`config.mk`:
```
export PLATFORM = sky130hd
export DESIGN_NAME = nes_controller_reader
export DESIGN_NICKNAME = d
export VERILOG_FILES = /design/src/rtl/nes_controller_reader.sv
export SDC_FILE = /design/constraint.sdc
export NUM_CORES = 1
export LEC_CHECK = 0
export ABC_CLOCK_PERIOD_IN_PS = 5310
export CORE_UTILIZATION = 60
export DETAILED_ROUTE_END_ITERATION = 8
export PLACE_DENSITY = 0.82
export SYNTH_ARGS = -nofsm -noshare
export SYNTH_HDL_FRONTEND = slang
export SYNTH_SLANG_ARGS = --single-unit
```
`constraint.sdc`:
```
create_clock -name clk -period 5.31 [get_ports clk]
set_clock_uncertainty 0.15 [all_clocks]
set_input_delay 1.062 -clock clk [delete_from_list [all_inputs] [get_ports clk]]
set_output_delay 1.062 -clock clk [all_outputs]
set_load 0.1 [all_outputs]
```
`src/rtl/nes_controller_reader.sv`:
```
// nes_controller_reader
//   Autonomous serial reader for one NES controller (one instance per player).
//   A free-running poll timer starts a read sequence at the poll rate. Each
//   sequence drives the latch strobe, then 7 clock pulses. It shifts in the
//   8 active-low button bits and publishes them as active-high registers.
//   A one-cycle "newly pressed" vector accompanies each published result.
//
// Parameters
//   HALF_PERIOD  cycles per half-bit phase (>= 3)
//   POLL_COUNT   cycles between poll starts (> 17*HALF_PERIOD + 4)
//
// Ports
//   clk            system pixel clock
//   reset_n        synchronous active-low reset
//   nes_data       serial data from controller (active-low, asynchronous)
//   nes_latch      latch strobe to controller (active-high, registered)
//   nes_pulse      clock pulse to controller (active-high, registered)
//   buttons[7:0]   held buttons, 1 = held: A,B,Select,Start,Up,Down,Left,Right
//   pressed[7:0]   buttons that went 0->1 this poll, valid with buttons_valid
//   buttons_valid  one-cycle strobe when buttons/pressed update
//   busy           high while a read sequence is in progress
//
// Build option
//   NES_DEBOUNCE_EN  when defined, a poll result is published only if it
//                    matches the previous raw poll result. On a mismatch,
//                    buttons_valid still pulses, buttons is held, and
//                    pressed stays 0.

module nes_controller_reader #(
   parameter int HALF_PERIOD = 152,
   parameter int POLL_COUNT  = 419583
) (
   input  logic       clk,
   input  logic       reset_n,
   input  logic       nes_data,
   output logic       nes_latch,
   output logic       nes_pulse,
   output logic [7:0] buttons,
   output logic [7:0] pressed,
   output logic       buttons_valid,
   output logic       busy
);

   localparam int TW = $clog2(POLL_COUNT);
   localparam int PW = $clog2(2 * HALF_PERIOD);
   localparam logic [TW-1:0] POLL_LAST  = TW'(POLL_COUNT - 1);
   localparam logic [PW-1:0] HALF_LAST  = PW'(HALF_PERIOD - 1);
   localparam logic [PW-1:0] LATCH_LAST = PW'(2 * HALF_PERIOD - 1);

   typedef enum logic [2:0] {
      IDLE,
      LATCH,
      SETTLE,
      PULSE_HI,
      PULSE_LO,
      DONE
   } state_t;

   state_t        state;
   state_t        state_next;
   logic [2:0]    bit_idx;
   logic [2:0]    bit_idx_next;
   logic [TW-1:0] poll_cnt;
   logic [PW-1:0] phase_cnt;
   logic          start;
   logic          phase_end;
   logic          sample;
   logic [2:0]    sample_idx;
   logic [7:0]    shift;
   logic [7:0]    raw;
   logic          data_p0;
   logic          data_p1;

   // Stage boundary: two-flop synchronizer for the asynchronous controller data
   always_ff @(posedge clk) begin
      data_p0 <= nes_data;
      data_p1 <= data_p0;
   end

   // Poll timer: wraps at POLL_COUNT-1 and strobes start on that cycle
   always_ff @(posedge clk) begin
      if (!reset_n) begin
         poll_cnt <= '0;
      end else if (poll_cnt == POLL_LAST) begin
         poll_cnt <= '0;
      end else begin
         poll_cnt <= poll_cnt + 1'b1;
      end
   end

   assign start = (poll_cnt == POLL_LAST);

   // The latch phase is two half-periods long; all other timed phases are one
   assign phase_end = (state == LATCH) ? (phase_cnt == LATCH_LAST)
                                       : (phase_cnt == HALF_LAST);

   always_ff @(posedge clk) begin
      if (!reset_n) begin
         phase_cnt <= '0;
      end else if (state == IDLE || state == DONE || phase_end) begin
         phase_cnt <= '0;
      end else begin
         phase_cnt <= phase_cnt + 1'b1;
      end
   end

   always_comb begin
      state_next   = state;
      bit_idx_next = bit_idx;
      case (state)
         IDLE: begin
            if (start) state_next = LATCH;
         end
         LATCH: begin
            if (phase_end) state_next = SETTLE;
         end
         SETTLE: begin
            if (phase_end) begin
               state_next   = PULSE_HI;
               bit_idx_next = 3'd1;
            end
         end
         PULSE_HI: begin
            if (phase_end) state_next = PULSE_LO;
         end
         PULSE_LO: begin
            if (phase_end) begin
               if (bit_idx == 3'd7) begin
                  state_next = DONE;
               end else begin
                  state_next   = PULSE_HI;
                  bit_idx_next = bit_idx + 3'd1;
               end
            end
         end
         DONE: begin
            state_next = IDLE;
         end
         default: begin
            state_next = IDLE;
         end
      endcase
   end

   // Stage boundary: state register, with latch/pulse registered from next state
   always_ff @(posedge clk) begin
      if (!reset_n) begin
         state     <= IDLE;
         bit_idx   <= 3'd0;
         nes_latch <= 1'b0;
         nes_pulse <= 1'b0;
      end else begin
         state     <= state_next;
         bit_idx   <= bit_idx_next;
         nes_latch <= (state_next == LATCH);
         nes_pulse <= (state_next == PULSE_HI);
      end
   end

   assign busy = (state != IDLE);

   // Bit 0 (A) is valid after the latch falls; later bits follow each pulse
   assign sample     = phase_end && (state == SETTLE || state == PULSE_LO);
   assign sample_idx = (state == SETTLE) ? 3'd0 : bit_idx;

   always_ff @(posedge clk) begin
      if (!reset_n) begin
         shift <= 8'h00;
      end else if (sample) begin
         shift[sample_idx] <= data_p1;
      end
   end

   assign raw = ~shift;

`ifdef NES_DEBOUNCE_EN
   logic [7:0] raw_prev;
`endif

   // Stage boundary: publish registers, updated from the DONE state
   always_ff @(posedge clk) begin
      if (!reset_n) begin
         buttons       <= 8'h00;
         pressed       <= 8'h00;
         buttons_valid <= 1'b0;
`ifdef NES_DEBOUNCE_EN
         raw_prev      <= 8'h00;
`endif
      end else begin
         buttons_valid <= (state == DONE);
         pressed       <= 8'h00;
         if (state == DONE) begin
`ifdef NES_DEBOUNCE_EN
            raw_prev <= raw;
            if (raw == raw_prev) begin
               buttons <= raw;
               pressed <= raw & ~buttons;
            end
`else
            buttons <= raw;
            pressed <= raw & ~buttons;
`endif
         end
      end
   end

endmodule

```
Yosys cells after proc, flatten, opt, wreduce, memory -nomap -nowiden
Index checks and enable logic that the tools add are counted.
{"block": "classes", "eq_ne": 14, "n_reduce_logical": 12, "muxes": 16, "shifts": 0, "div": 0, "bitwise": 4, "mul": 0, "add_sub_neg": 3, "n_lt_le_gt_ge": 2}
{"cell": "3-bit two-way mux", "count": 10}
{"cell": "19-bit by 1-bit adder with 19-bit output, second input constant", "count": 1}
{"cell": "19-bit == test, second input constant", "count": 1}
{"cell": "8-bit NOT", "count": 2}
{"cell": "3-bit case mux with 5 select lines", "count": 1}
{"cell": "9-bit by 1-bit adder with 9-bit output, second input constant", "count": 1}
{"cell": "3-bit by 2-bit == test with 1-bit output, second input constant", "count": 3}
{"cell": "3-bit == test, second input constant", "count": 3}
{"cell": "9-bit by 8-bit == test with 1-bit output, second input constant", "count": 1}
{"cell": "9-bit == test, second input constant", "count": 1}
{"cell": "8-bit AND", "count": 1}
{"cell": "8-bit bitwise mux", "count": 1}
{"cell": "3-bit by 1-bit == test with 1-bit output, second input constant", "count": 2}
{"cell": "2-bit inequality test, second input constant", "count": 3}
{"cell": "3-bit case mux with 2 select lines", "count": 1}
{"cell": "3-bit by 4-bit less-than comparator with 1-bit output, second input constant", "count": 1}
{"cell": "4-bit AND reduction", "count": 1}
{"cell": "2-bit OR reduction", "count": 2}
{"cell": "3-bit by 1-bit adder with 3-bit output, second input constant", "count": 1}
{"cell": "1-bit demux with 3-bit select", "count": 1}
{"cell": "3-bit by 1-bit greater-or-equal comparator with 1-bit output, second input constant", "count": 1}
{"cell": "3-bit zero test", "count": 1}
{"cell": "1-bit logical OR", "count": 3}
{"cell": "3-bit nonzero test", "count": 1}
{"cell": "other kinds (5)", "count": 7}
{"block": "word_totals", "inputBits": 3, "word_cells": 63, "reg_bits": 63, "ram_bits": 0, "romBits": 0, "output_inout_bits": 20, "latchBits": 0, "n_memories": 0}

Logic depth before layout (Yosys ltp)
{"block": "logic_depth", "word_depth": 7, "mapped_depth": 8, "depth_no_buf": 6}

Worst setup path after synthesis
OpenSTA, ideal clock, no wires.
{"block": "synth_path", "kind": "register -> output", "from": "register state[1]", "to": "output busy", "required_ps": 4098, "n_path_buf": 1, "path_slack_ps": 2844, "t_arrival_ps": 1254, "path_stages_with_launch": 4, "cell_sequence": "dfxtp_1 clkbuf_1 nor3_1 inv_1"}
{"block": "synth_via", "elab_chain_len": 1}
{"element": "from (decl)", "line_no": "59", "text": "state_t state;"}
{"element": "from (signal assigned)", "line_no": "153", "text": "state <= state_next;"}
{"element": "3-bit nonzero test", "line_no": "160", "text": "assign busy = (state != IDLE);"}
{"element": "to (decl)", "line_no": "41", "text": "output logic busy"}
Every way passes these cells.

Final worst setup path
{"block": "layout_path", "from": "register state[0]", "to": "output busy"}
Same word-level chain as after synthesis.

==> impl_metrics.toml <==
[min_path]
hold_depth = 0
min_from = "data_p0"
hold_end = "data_p1"
hp-class = "register to register"

[grt]
grt-busiest-layer = "met2"
grtUsageMet3_pct = 3.924
grt_util_met1_pct = 29.25
antenna_found_initial = 0
grt_pass1_wl_um = 8976
gr-usage-met2_pct = 37.22
grt_pass1_vias = 2049
grt_usage_pct = 23.21
grt_max_degree = 21
grt_overflow_total = 0

[run]
drv_cap = 0

[drt]
drt_iter0_drc = 123
drcViolationCount = 0
wl_um = 5161
antenna_left = 0
viasPerCell = 5.823
wl_per_cell_um = 13.84
drt_pass1_iterations = 4
vias = 2172

[place]
portBuffers = 22
place.gp.congestion = 0.8686
dp_cells = 357
dp_hpwl_um = 3529

[clock_network]
post_cts_buffers = 0
post_cts_resized = 0
clkSlewWorstSetupHoldPaths_ns = 0.07
cts.sinks = 63
clock_latency_ns = 0.33
cts_buffers = 9
cts_tree = "yes"
htreeDepth = 3
root_buffer = "clkbuf_8"
cts-hold-fix-buffers = 0
cts_buffer_depth = 2

[finish]
areaGrowthSynthToFinish_pct = 13.57
final_layout_size_suffix_gt1_share_pct = 7.477
nFillCells = 347
nets = 324
multi_input_area_um2 = 1341
seq_area_um2 = 1261
layout_commonest_cell = "dfxtp_1"
diodes = 0
mostFrequentLayoutCells = "dfxtp_1, nor2_1, clkdlybuf4s50_1, nand3_1, xor2_1"
stdcell_count = 373

[timing]
tns_ns = 0
holdWs_ns = 0.1873
timing.fmax_mhz = 285.8
period_minus_slack_ns = 3.498
maxSlewViolCount = 0
tightest_slew_ns = 1.031
setup_viol = 0
relSlewSlack_pct = 30.98
hold_violations = 0
post-route-period-util_pct = 65.88
rsz0062_at_grt = "no"

[logic_synthesis]
yosys_warnings = 0
synthFlopType = "dfxtp_1"
synth_nets = 306
ys_seq_area_share_pct = 46.52
synth_area_um2 = 2711
synthArstFlopShare_pct = 0
syn_inst = 298
synth_seq_cells = 63
synth_edf_count = 0
synth_cell_types = 46
syn_avg_cell_area_um2 = 9.098

[power_and_ir_drop]
ir_drop_mv = 0.2024
powerDensity_nw_per_um2 = 272.5
leakagePower_uw = 0.001038

[setup_path]
worstPathArrival_ns = 2.29
crit_path_start_kind = "register"
timing.rr.end = "pressed[3]"
worstReg2RegStart = "state[0]"
worstPathRequired_ns = 4.10
reg2regPathDepth = 4
path_class = "register to primary output"
cp-end-kind = "primary output"
r2r_slack_ns = 2.79
critPathMaxFanout = 15

[die]
initial_core_util_pct = 62.27
fp.dieH_um = 69.22
rows = 24
die_w_um = 69.22
core_um2 = 4354
fp.dieArea_um2 = 4791
pin_count = 23

[run_status]
status = "complete, no violations"
-- critical path, stage by stage (launching register included) --
cell and delay [ns]:
dfxtp_1 0.62, nor3_1 0.14, inv_1 0.08, clkdlybuf4s50_1 1.12
-- registers in the layout, indices dropped and copies added (netlist names) --
signal	count
bit_idx	3
buttons	8
buttons_valid	1
data_p0	1
data_p1	1
nes_latch	1
nes_pulse	1
phase_cnt	9
poll_cnt	19
pressed	8
shift	8
state	3
-- worst max-delay path by stage --
stage	cells past startpoint	start	slack, ns	to
2_1_floorplan	3	state[1]	2.84	busy
3_3_place_gp	3	state[0]	2.19	busy
3_5_place_dp	4	reset_n	2.16	poll_cnt[12]
4_1_cts	3	state[0]	1.83	busy
5_1_grt	3	state[0]	1.71	busy
6_report	3	state[0]	1.81	busy
-- Yosys cell counts, types with 2 or more instances --
cell / instances / area [µm²]
a31oi_1: 3 / 18.77
nand3_1: 18 / 90.09
or4bb_1: 3 / 33.78
o41ai_1: 3 / 26.28
buf_4: 2 / 15.01
nand2b_1: 4 / 25.02
buf_6: 2 / 22.52
and3_1: 2 / 12.51
and4_1: 6 / 52.55
nand3b_1: 2 / 15.01
inv_1: 7 / 26.28
o31ai_1: 3 / 22.52
ha_1: 5 / 62.56
xor2_1: 15 / 131.4
and4bb_2: 2 / 25.02
nor4_1: 5 / 31.28
a211oi_1: 9 / 67.56
clkbuf_1: 8 / 30.03
xnor2_1: 7 / 61.31
nor3_1: 14 / 70.07
nand2_1: 14 / 52.55
o21ai_0: 9 / 45.04
or4b_1: 2 / 20.02
nand4_1: 12 / 75.07
or3b_2: 2 / 17.52
buf_2: 3 / 15.01
nor2_1: 41 / 153.9
a21oi_1: 12 / 60.06
dfxtp_1: 63 / 1261
or3_1: 4 / 25.02
-- per-layer routing --
layer / vias up / share of wire (%)
met5: - / 0
met4: 0 / 1.6
met3: 9 / 3.8
met2: 50 / 46
met1: 993 / 48
li1: 1120 / -
-- through the flow --
step	setup WS [ns]	area (µm²)	total power, µW	util [%]
floorplan	2.844	2711	498.6	-
finish	1.812	3079	838.9	70.72
CTS	1.829	3079	845.7	70.72
detailed placement	2.163	2914	501.6	66.93
global placement	2.186	2914	501.1	66.93
global route	1.713	3079	864.5	70.72
-- where the power goes --
part           leakage, µW  internal, µW  switching [µW]  total (µW)
Clock            0.0000781           166             181         348
Combinational     0.000452          4.26            8.15        12.4
Sequential        0.000509           475            3.41         479
-- final cells by class --
class / instances / area share [%]
timing repair buffer: 22 / 7.152
clock buffer: 10 / 4.145
sequential: 63 / 40.96
inverter: 7 / 0.8533
multi-input combinational: 213 / 43.56
tap: 52 / 2.113
clock inverter: 6 / 1.219
-- cells by family after synthesis --
group,Yosys count,share of synthesized area [%]
and+or+nand+nor,141,29.03
AOI/OAI and AO/OA,44,10.66
DFF,63,46.52
adders and majority gates,5,2.307
muxes,1,0.3692
buffers and inverters,22,4.015
xor gates and xnor gates,22,7.107
Note: power is estimated with default switching activity, not from simulation.
